$ cat src/rtl/inst_loader_if.sv
// Byte-receive and instruction-memory write bundle for the instruction loader.
// master = loader side (consumes bytes, drives the write port); slave = UART/memory side.
interface inst_loader_if #(
  parameter int NB_DATA = 32,
  parameter int NBYTE   = 8
);
  logic [NBYTE-1:0]   rx_data;
  logic               rx_valid;
  logic               en_write;
  logic [NB_DATA-1:0] addr_write;
  logic [NB_DATA-1:0] data_write;

  modport master (
    input  rx_data, rx_valid,
    output en_write, addr_write, data_write
  );

  modport slave (
    output rx_data, rx_valid,
    input  en_write, addr_write, data_write
  );
endinterface

$ cat src/rtl/inst_loader.sv
// Assembles little-endian UART bytes into words and writes them to sequential instruction-memory
// addresses until the halt word or a full memory. Optional macro: LOADER_TIMEOUT_EN (inter-byte timeout).
module inst_loader #(
  parameter int                 NB_DATA        = 32,
  parameter int                 NBYTE          = 8,
  parameter int                 N_ELEMENTS     = 128,
  parameter logic [NB_DATA-1:0] HALT_WORD      = 32'hfc000000,
  parameter int                 TIMEOUT_CYCLES = 50000
) (
  input  logic                clock_i,
  input  logic                reset_i,
  input  logic                start_i,
  inst_loader_if.master       bus,
  output logic                busy_o,
  output logic                load_done_o,
  output logic                overflow_o,
  output logic [7:0]          word_count_o,
  output logic                timeout_o
);

  localparam int N_BYTES   = NB_DATA / NBYTE;
  localparam int BCW       = $clog2(N_BYTES);
  localparam int AW        = $clog2(N_ELEMENTS);
  localparam int LAST_BYTE = N_BYTES - 1;

  typedef enum logic [1:0] {ST_IDLE, ST_RECV, ST_WRITE, ST_DONE} state_t;

  state_t                    state_q;
  logic [BCW-1:0]            byte_cnt_q;
  logic [NB_DATA-NBYTE-1:0]  word_q;        // lower bytes; the last byte goes straight to data_write_q
  logic [AW-1:0]             addr_q;
  logic                      en_write_q;
  logic [NB_DATA-1:0]        data_write_q;
  logic                      busy_q;
  logic                      load_done_q;
  logic                      overflow_q;
  logic [7:0]                word_count_q;
  logic                      timeout_q;

  logic is_halt;
  logic is_full;
  logic load_end;
  logic rx_take;

  assign is_halt  = (data_write_q == HALT_WORD);
  assign is_full  = (addr_q == AW'(N_ELEMENTS - 1));
  assign load_end = (state_q == ST_WRITE) && (is_halt || is_full);
  // A byte arriving during the write cycle starts the next word, unless that write ends the load.
  assign rx_take  = bus.rx_valid && ((state_q == ST_RECV) || ((state_q == ST_WRITE) && !load_end));

`ifdef LOADER_TIMEOUT_EN
  localparam int TCW = (TIMEOUT_CYCLES > 2) ? $clog2(TIMEOUT_CYCLES) : 1;
  logic [TCW-1:0] idle_cnt_q;
`else
  logic unused_timeout;
  assign unused_timeout = (TIMEOUT_CYCLES == 0);
`endif

  always_ff @(posedge clock_i or negedge reset_i) begin
    if (!reset_i) begin
      state_q      <= ST_IDLE;
      byte_cnt_q   <= '0;
      word_q       <= '0;
      addr_q       <= '0;
      en_write_q   <= 1'b0;
      data_write_q <= '0;
      busy_q       <= 1'b0;
      load_done_q  <= 1'b0;
      overflow_q   <= 1'b0;
      word_count_q <= '0;
      timeout_q    <= 1'b0;
`ifdef LOADER_TIMEOUT_EN
      idle_cnt_q   <= '0;
`endif
    end else begin
      en_write_q <= 1'b0;
      timeout_q  <= 1'b0;

      case (state_q)
        ST_IDLE, ST_DONE: begin
          if (start_i) begin
            state_q      <= ST_RECV;
            busy_q       <= 1'b1;
            load_done_q  <= 1'b0;
            overflow_q   <= 1'b0;
            addr_q       <= '0;
            word_count_q <= '0;
            byte_cnt_q   <= '0;
            word_q       <= '0;
          end
        end
        ST_WRITE: begin
          if (word_count_q != 8'hff) word_count_q <= word_count_q + 8'd1;
          if (is_halt || is_full) begin
            state_q     <= ST_DONE;
            busy_q      <= 1'b0;
            load_done_q <= 1'b1;
            overflow_q  <= !is_halt;
          end else begin
            state_q <= ST_RECV;
            addr_q  <= addr_q + AW'(1);
          end
        end
        default: ;
      endcase

`ifdef LOADER_TIMEOUT_EN
      if (state_q == ST_RECV && byte_cnt_q != '0 && !rx_take) begin
        if (idle_cnt_q == TCW'(TIMEOUT_CYCLES - 1)) begin
          idle_cnt_q <= '0;
          byte_cnt_q <= '0;
          word_q     <= '0;
          timeout_q  <= 1'b1;
        end else begin
          idle_cnt_q <= idle_cnt_q + TCW'(1);
        end
      end else begin
        idle_cnt_q <= '0;
      end
`endif

      if (rx_take) begin
        if (byte_cnt_q == BCW'(LAST_BYTE)) begin
          data_write_q <= {bus.rx_data, word_q};
          en_write_q   <= 1'b1;
          byte_cnt_q   <= '0;
          state_q      <= ST_WRITE;
        end else begin
          for (int k = 0; k < LAST_BYTE; k++) begin
            if (byte_cnt_q == BCW'(k)) word_q[k*NBYTE +: NBYTE] <= bus.rx_data;
          end
          byte_cnt_q <= byte_cnt_q + BCW'(1);
        end
      end
    end
  end

  assign bus.en_write   = en_write_q;
  assign bus.addr_write = {{(NB_DATA - AW){1'b0}}, addr_q};
  assign bus.data_write = data_write_q;
  assign busy_o         = busy_q;
  assign load_done_o    = load_done_q;
  assign overflow_o     = overflow_q;
  assign word_count_o   = word_count_q;
  assign timeout_o      = timeout_q;

endmodule

$ cat src/flat_wrapper.sv
// flat-port wrapper written by rule: the top's interface ports become plain ports
module inst_loader_flat 
#(
  parameter int                 NB_DATA        = 32,
  parameter int                 NBYTE          = 8,
  parameter int                 N_ELEMENTS     = 128,
  parameter logic [NB_DATA-1:0] HALT_WORD      = 32'hfc000000,
  parameter int                 TIMEOUT_CYCLES = 50000
)
  (clock_i, reset_i, start_i, busy_o, load_done_o, overflow_o, word_count_o, timeout_o, bus_rx_data, bus_rx_valid, bus_en_write, bus_addr_write, bus_data_write);
  inst_loader_if #(.NB_DATA(NB_DATA), .NBYTE(NBYTE)) bus_i ();
  input  logic clock_i;
  input  logic reset_i;
  input  logic start_i;
  output logic busy_o;
  output logic load_done_o;
  output logic overflow_o;
  output logic [7:0] word_count_o;
  output logic timeout_o;
  input wire logic [$bits(bus_i.rx_data)-1:0] bus_rx_data;
  input wire logic [$bits(bus_i.rx_valid)-1:0] bus_rx_valid;
  output wire logic [$bits(bus_i.en_write)-1:0] bus_en_write;
  output wire logic [$bits(bus_i.addr_write)-1:0] bus_addr_write;
  output wire logic [$bits(bus_i.data_write)-1:0] bus_data_write;
  assign bus_i.rx_data = bus_rx_data;
  assign bus_i.rx_valid = bus_rx_valid;
  assign bus_en_write = bus_i.en_write;
  assign bus_addr_write = bus_i.addr_write;
  assign bus_data_write = bus_i.data_write;
  inst_loader #(.NB_DATA(NB_DATA), .NBYTE(NBYTE), .N_ELEMENTS(N_ELEMENTS), .HALT_WORD(HALT_WORD), .TIMEOUT_CYCLES(TIMEOUT_CYCLES)) u_core (.clock_i(clock_i), .reset_i(reset_i), .start_i(start_i), .bus(bus_i), .busy_o(busy_o), .load_done_o(load_done_o), .overflow_o(overflow_o), .word_count_o(word_count_o), .timeout_o(timeout_o));
endmodule
$ cat config.mk
export PLATFORM = sky130hd
export DESIGN_NAME = inst_loader_flat
export DESIGN_NICKNAME = d
export VERILOG_FILES = /design/src/rtl/inst_loader_if.sv /design/src/rtl/inst_loader.sv /design/src/flat_wrapper.sv
export SDC_FILE = /design/constraint.sdc
export NUM_CORES = 1
export LEC_CHECK = 0
export ABC_AREA = 0
export CAP_MARGIN = 20
export CORE_MARGIN = 2
export CORE_UTILIZATION = 35
export CTS_BUF_LIST = sky130_fd_sc_hd__clkbuf_16
export DETAILED_ROUTE_END_ITERATION = 10
export HOLD_SLACK_MARGIN = 0.06
export PLACE_DENSITY = 0.68
export SLEW_MARGIN = 40
export SYNTH_ARGS = -nofsm -noshare
export SYNTH_HDL_FRONTEND = slang
export SYNTH_SLANG_ARGS = --single-unit
$ cat constraint.sdc
create_clock -name clock_i -period 3.7 [get_ports clock_i]
set_clock_uncertainty 0.15 [all_clocks]
set_input_delay 0.37 -clock clock_i [delete_from_list [all_inputs] [get_ports clock_i]]
set_output_delay 0.37 -clock clock_i [all_outputs]
set_load 0.01 [all_outputs]
==> metrics.md <==
| Metric | Value |
|---|---|
| Status | complete, no violations |
| CP max stage delay | 590 ps |
| Register area share after synthesis | 48.4% |
| Global-route wire length before repair | 14.9 mm |
| Routed Antenna Nets | 0 |
| Critical path type | flop to flop |
| PostCTS Resize Cnt | 0 |
| Total global-route track usage | 14.8% |
| Asr flop ratio synth | 100% |
| FMAX | 0.331 GHz |
| Sw frac | between 30 and 40% |
| Seq cells post-synth | 79 |
| Number of detailed-route iterations in the first pass | 4 |
| Post-synth EDFFs | 0 |
| GPL Wtd Cong | 0.832 |
| Internal | 2.23 mW |
| Area Growth Syn to Fin | 24.4% |
| Setup TNS | 0 ps |
| Post-DP HPWL | 6.23 mm |
| Inserted Diodes | 0 |
| Post-route cell area | 5080 um^2 |
| Top FF cell, synth | dfrtp_1 |
| Startpoint class of the critical path | flop |
| Number of global-route vias before repair | 2891 |
| Crit-path slowest cell | or4_1 |
| Initial core utilization | 35.8% |
| Crit path buf inv count | 1 |
| Synth Instances | around 370 |
| Clk root buf | clkbuf_16 |
| Vert. Die Dim | 112 um |
| Crit-path leading delay family | simple AND/OR/NAND/NOR gates |
| Multi-input logic area | 1830 um^2 |
| Drt wl/cell | 15.1 um |
| LEAKAGE | ~2.4 nW |
| RSZ-0062 raised after global routing | no |
| Critical-path maximum fanout | 20 |
| Setup bufs post-CTS | 0 |
| Placement Setup Slack | between 700 and 800 ps |
| Worst Setup End Kind | flop |
| Net switching power | 1.06 mW |
| Placed Area | 4750 um^2 |
| Grt total ovfl | 0 |
| Critical Path RT | about 3800 ps |
| Die Span X | 112 um |
| Final worst path period need | 3020 ps |
| DR iter-0 viols | about 120 |
| Sink Count | 79 |
| Final WS setup | slightly below 700 ps |
| CTS buffer count | 9 |
| Syn Std Cell Area | 4090 um^2 |
| Port Buf Inserts | 62 |
| Initial antenna violation count | 0 |
| Share of power burned in registers | 38.6% |
| Gr busiest metal | met2 |
| Tcrit/Tclk final | 81.5% |
| Worst path cell trace | or4_1, nor4_4, and2_1, o31ai_4, buf_4, mux2_4 |
| Clk slew on worst S/H paths | approximately 60 ps |
| Layout cells sized above 1 | roughly 15% |
| I/O Pins | around 90 |
| Total wire length | 8.78 mm |
| Max-Cap Viols | 0 |
| Number of vias per cell | 4.98 |
| HP Class | flop to flop |
| Reg area | around 2000 um^2 |
| Worst slew pin tran | 696 ps |
| Met3 usage | 4.59% |
| Post-Syn Area per Cell | around 11 um^2 |
| Via count | 2891 |
| Ys Warns | 0 |
| Fill cell count | 1094 |
| Final hold vios | 0 |
| H-Tree Depth | 3 |
| Nets | between 400 and 500 |
| Count of pins over their slew limit | 0 |
| Grt met1 use | 19.5% |
| Clk buf depth | 2 |
| Pwr Density | 648 nW/um^2 |
| FP Rows | 39 |
| Share of total power in the clock network | between 20% and 30% |
| Final hold slack | roughly 350 ps |
| TritonCTS clock tree | done |
| Gate power share | 32.6% |
| Number of unique standard cell types used by synthesis | 44 |
| Met2 Use GR | a little under a quarter |
| Final setup fails | 0 |
| Die ar. | roughly 13000 um^2 |
| Core Region | roughly 11000 um^2 |
| Largest net degree at the start of global routing | 80 |
| Layout Utilization | 44.5% |
| Clk Latency, worst-skew pair | 330 ps |
| CP arrival | 3090 ps |
| Rel. slew slack | 53.6% |
| Peak VDD IR | about 0.33 mV |
| Residual DRC count | 0 |
==> worst register-to-register path: cells and delay by family, from the launching register on <==
family,cells,cell delay (ps)
compound gates,1,200
buf+inv,1,290
flops,1,410
mux,1,340
simple gates,3,1530
==> cell usage in the layout, fill, tap and decap left out, types with 5 or more instances in the layout <==
| cell type | netlist | routed |
|---|---|---|
| a21oi_1 | 9 | 9 |
| buf_4 | 26 | 8 |
| clkbuf_16 | 0 | 9 |
| clkdlybuf4s50_1 | 0 | 61 |
| conb_1 | 1 | 26 |
| dfrtp_1 | 79 | 79 |
| ha_1 | 9 | 9 |
| inv_1 | 22 | 23 |
| mux2_2 | 5 | 5 |
| mux2_4 | 27 | 27 |
| mux2i_1 | 24 | 24 |
| nand2_1 | 40 | 40 |
| nand3_1 | 20 | 20 |
| nor2_1 | 14 | 14 |
| nor3_1 | 6 | 6 |
| nor4_1 | 5 | 5 |
| o21ai_0 | 14 | 14 |
| o311ai_0 | 5 | 5 |
==> path summary, 6_finish.rpt <==
check / start / cells past startpoint / slack [ps] / end
setup / recovery: u_core.bus.data_write[17] / 6 / 680 / u_core.bus.data_write[21]
hold reg to reg: u_core.word_q[13] / 1 / 350 / u_core.bus.data_write[13]
hold / removal: u_core.word_q[13] / 1 / 350 / u_core.bus.data_write[13]
setup reg to reg: u_core.bus.data_write[17] / 6 / 680 / u_core.bus.data_write[21]
min in group asynchronous: reset_i / 2 / 490 / u_core.bus.data_write[18]
max in group asynchronous: reset_i / 2 / 2440 / u_core.busy_o
==> kinds of logic (layout without fill, tap and decap cells) <==
group	count (synthesis)	after routing	share of synthesized area, %
AO/OA/AOI/OAI	49	49	8.85
XOR/XNOR	4	4	0.857
adder cells (fa/ha/maj)	9	9	2.76
buffers and inverters	65	109	9.09
flip-flops	79	79	48.4
multiplexers	56	56	17.2
other	1	26	0.0918
AND/OR/NAND/NOR	106	106	12.8
==> power by group through the flow <==
stage / Sequential (mW) / Combinational, mW / Clock (mW)
after global routing: 1.31 / 1.17 / 1.01
final: 1.27 / 1.07 / 0.947
after CTS: 1.28 / 1.08 / 0.973
after global placement: 1.28 / 1.05 / 0
after floorplan: 1.29 / 0.644 / 0
after detailed placement: 1.29 / 1.08 / 0
==> cell type report <==
type                       instances  area share [%]
sequential                        79            38.9
timing repair buffer              71            13.6
inverter                          22            1.62
clock inverter                     7            1.87
clock buffer                       9            4.43
tap                              143            3.52
multi-input combinational        250            36.0
==> synth_stat cells (all sizes together), types with 9 or more instances <==
cell type  number  area share, %
mux2i          24            5.9
mux2           32             11
nor2           14            1.3
a21oi           9            1.1
nand3          20            2.4
clkbuf         13            1.2
nand2          40            3.7
inv            22            2.0
o21ai          14            1.7
ha              9            2.8
buf            30            5.9
dfrtp          79             48
==> per-stage QoR <==
stage	total power, mW	instances
after detailed placement	2.37	564
after floorplan	1.94	394
after global placement	2.33	563
final	3.29	581
after CTS	3.34	581
after global routing	3.49	581
==> layer usage <==
| layer | vias to the layer above | routed length [um] |
|---|---|---|
| li1 | 1367 | - |
| met2 | 91 | 4260 |
| met1 | 1424 | 3940 |
| met5 | - | 0 |
| met3 | 9 | 432 |
| met4 | 0 | 141 |
==> sequential cells by signal, summed over array words and instances, names as in the netlist <==
| signal | cells |
|---|---|
| u_core.state_q | 2 |
| u_core.bus.en_write | 1 |
| u_core.load_done_o | 1 |
| u_core.word_count_o | 8 |
| u_core.overflow_o | 1 |
| u_core.bus.data_write | 32 |
| u_core.word_q | 24 |
| u_core.busy_o | 1 |
| u_core.addr_q | 7 |
| u_core.byte_cnt_q | 2 |
==> repair_timing <==
item,in CTS,in global routing
hold buffers,1,0
hold endpoints to repair,79,0
endpoints found under the setup margin,0,0
Power figures use the tool's default switching activity.
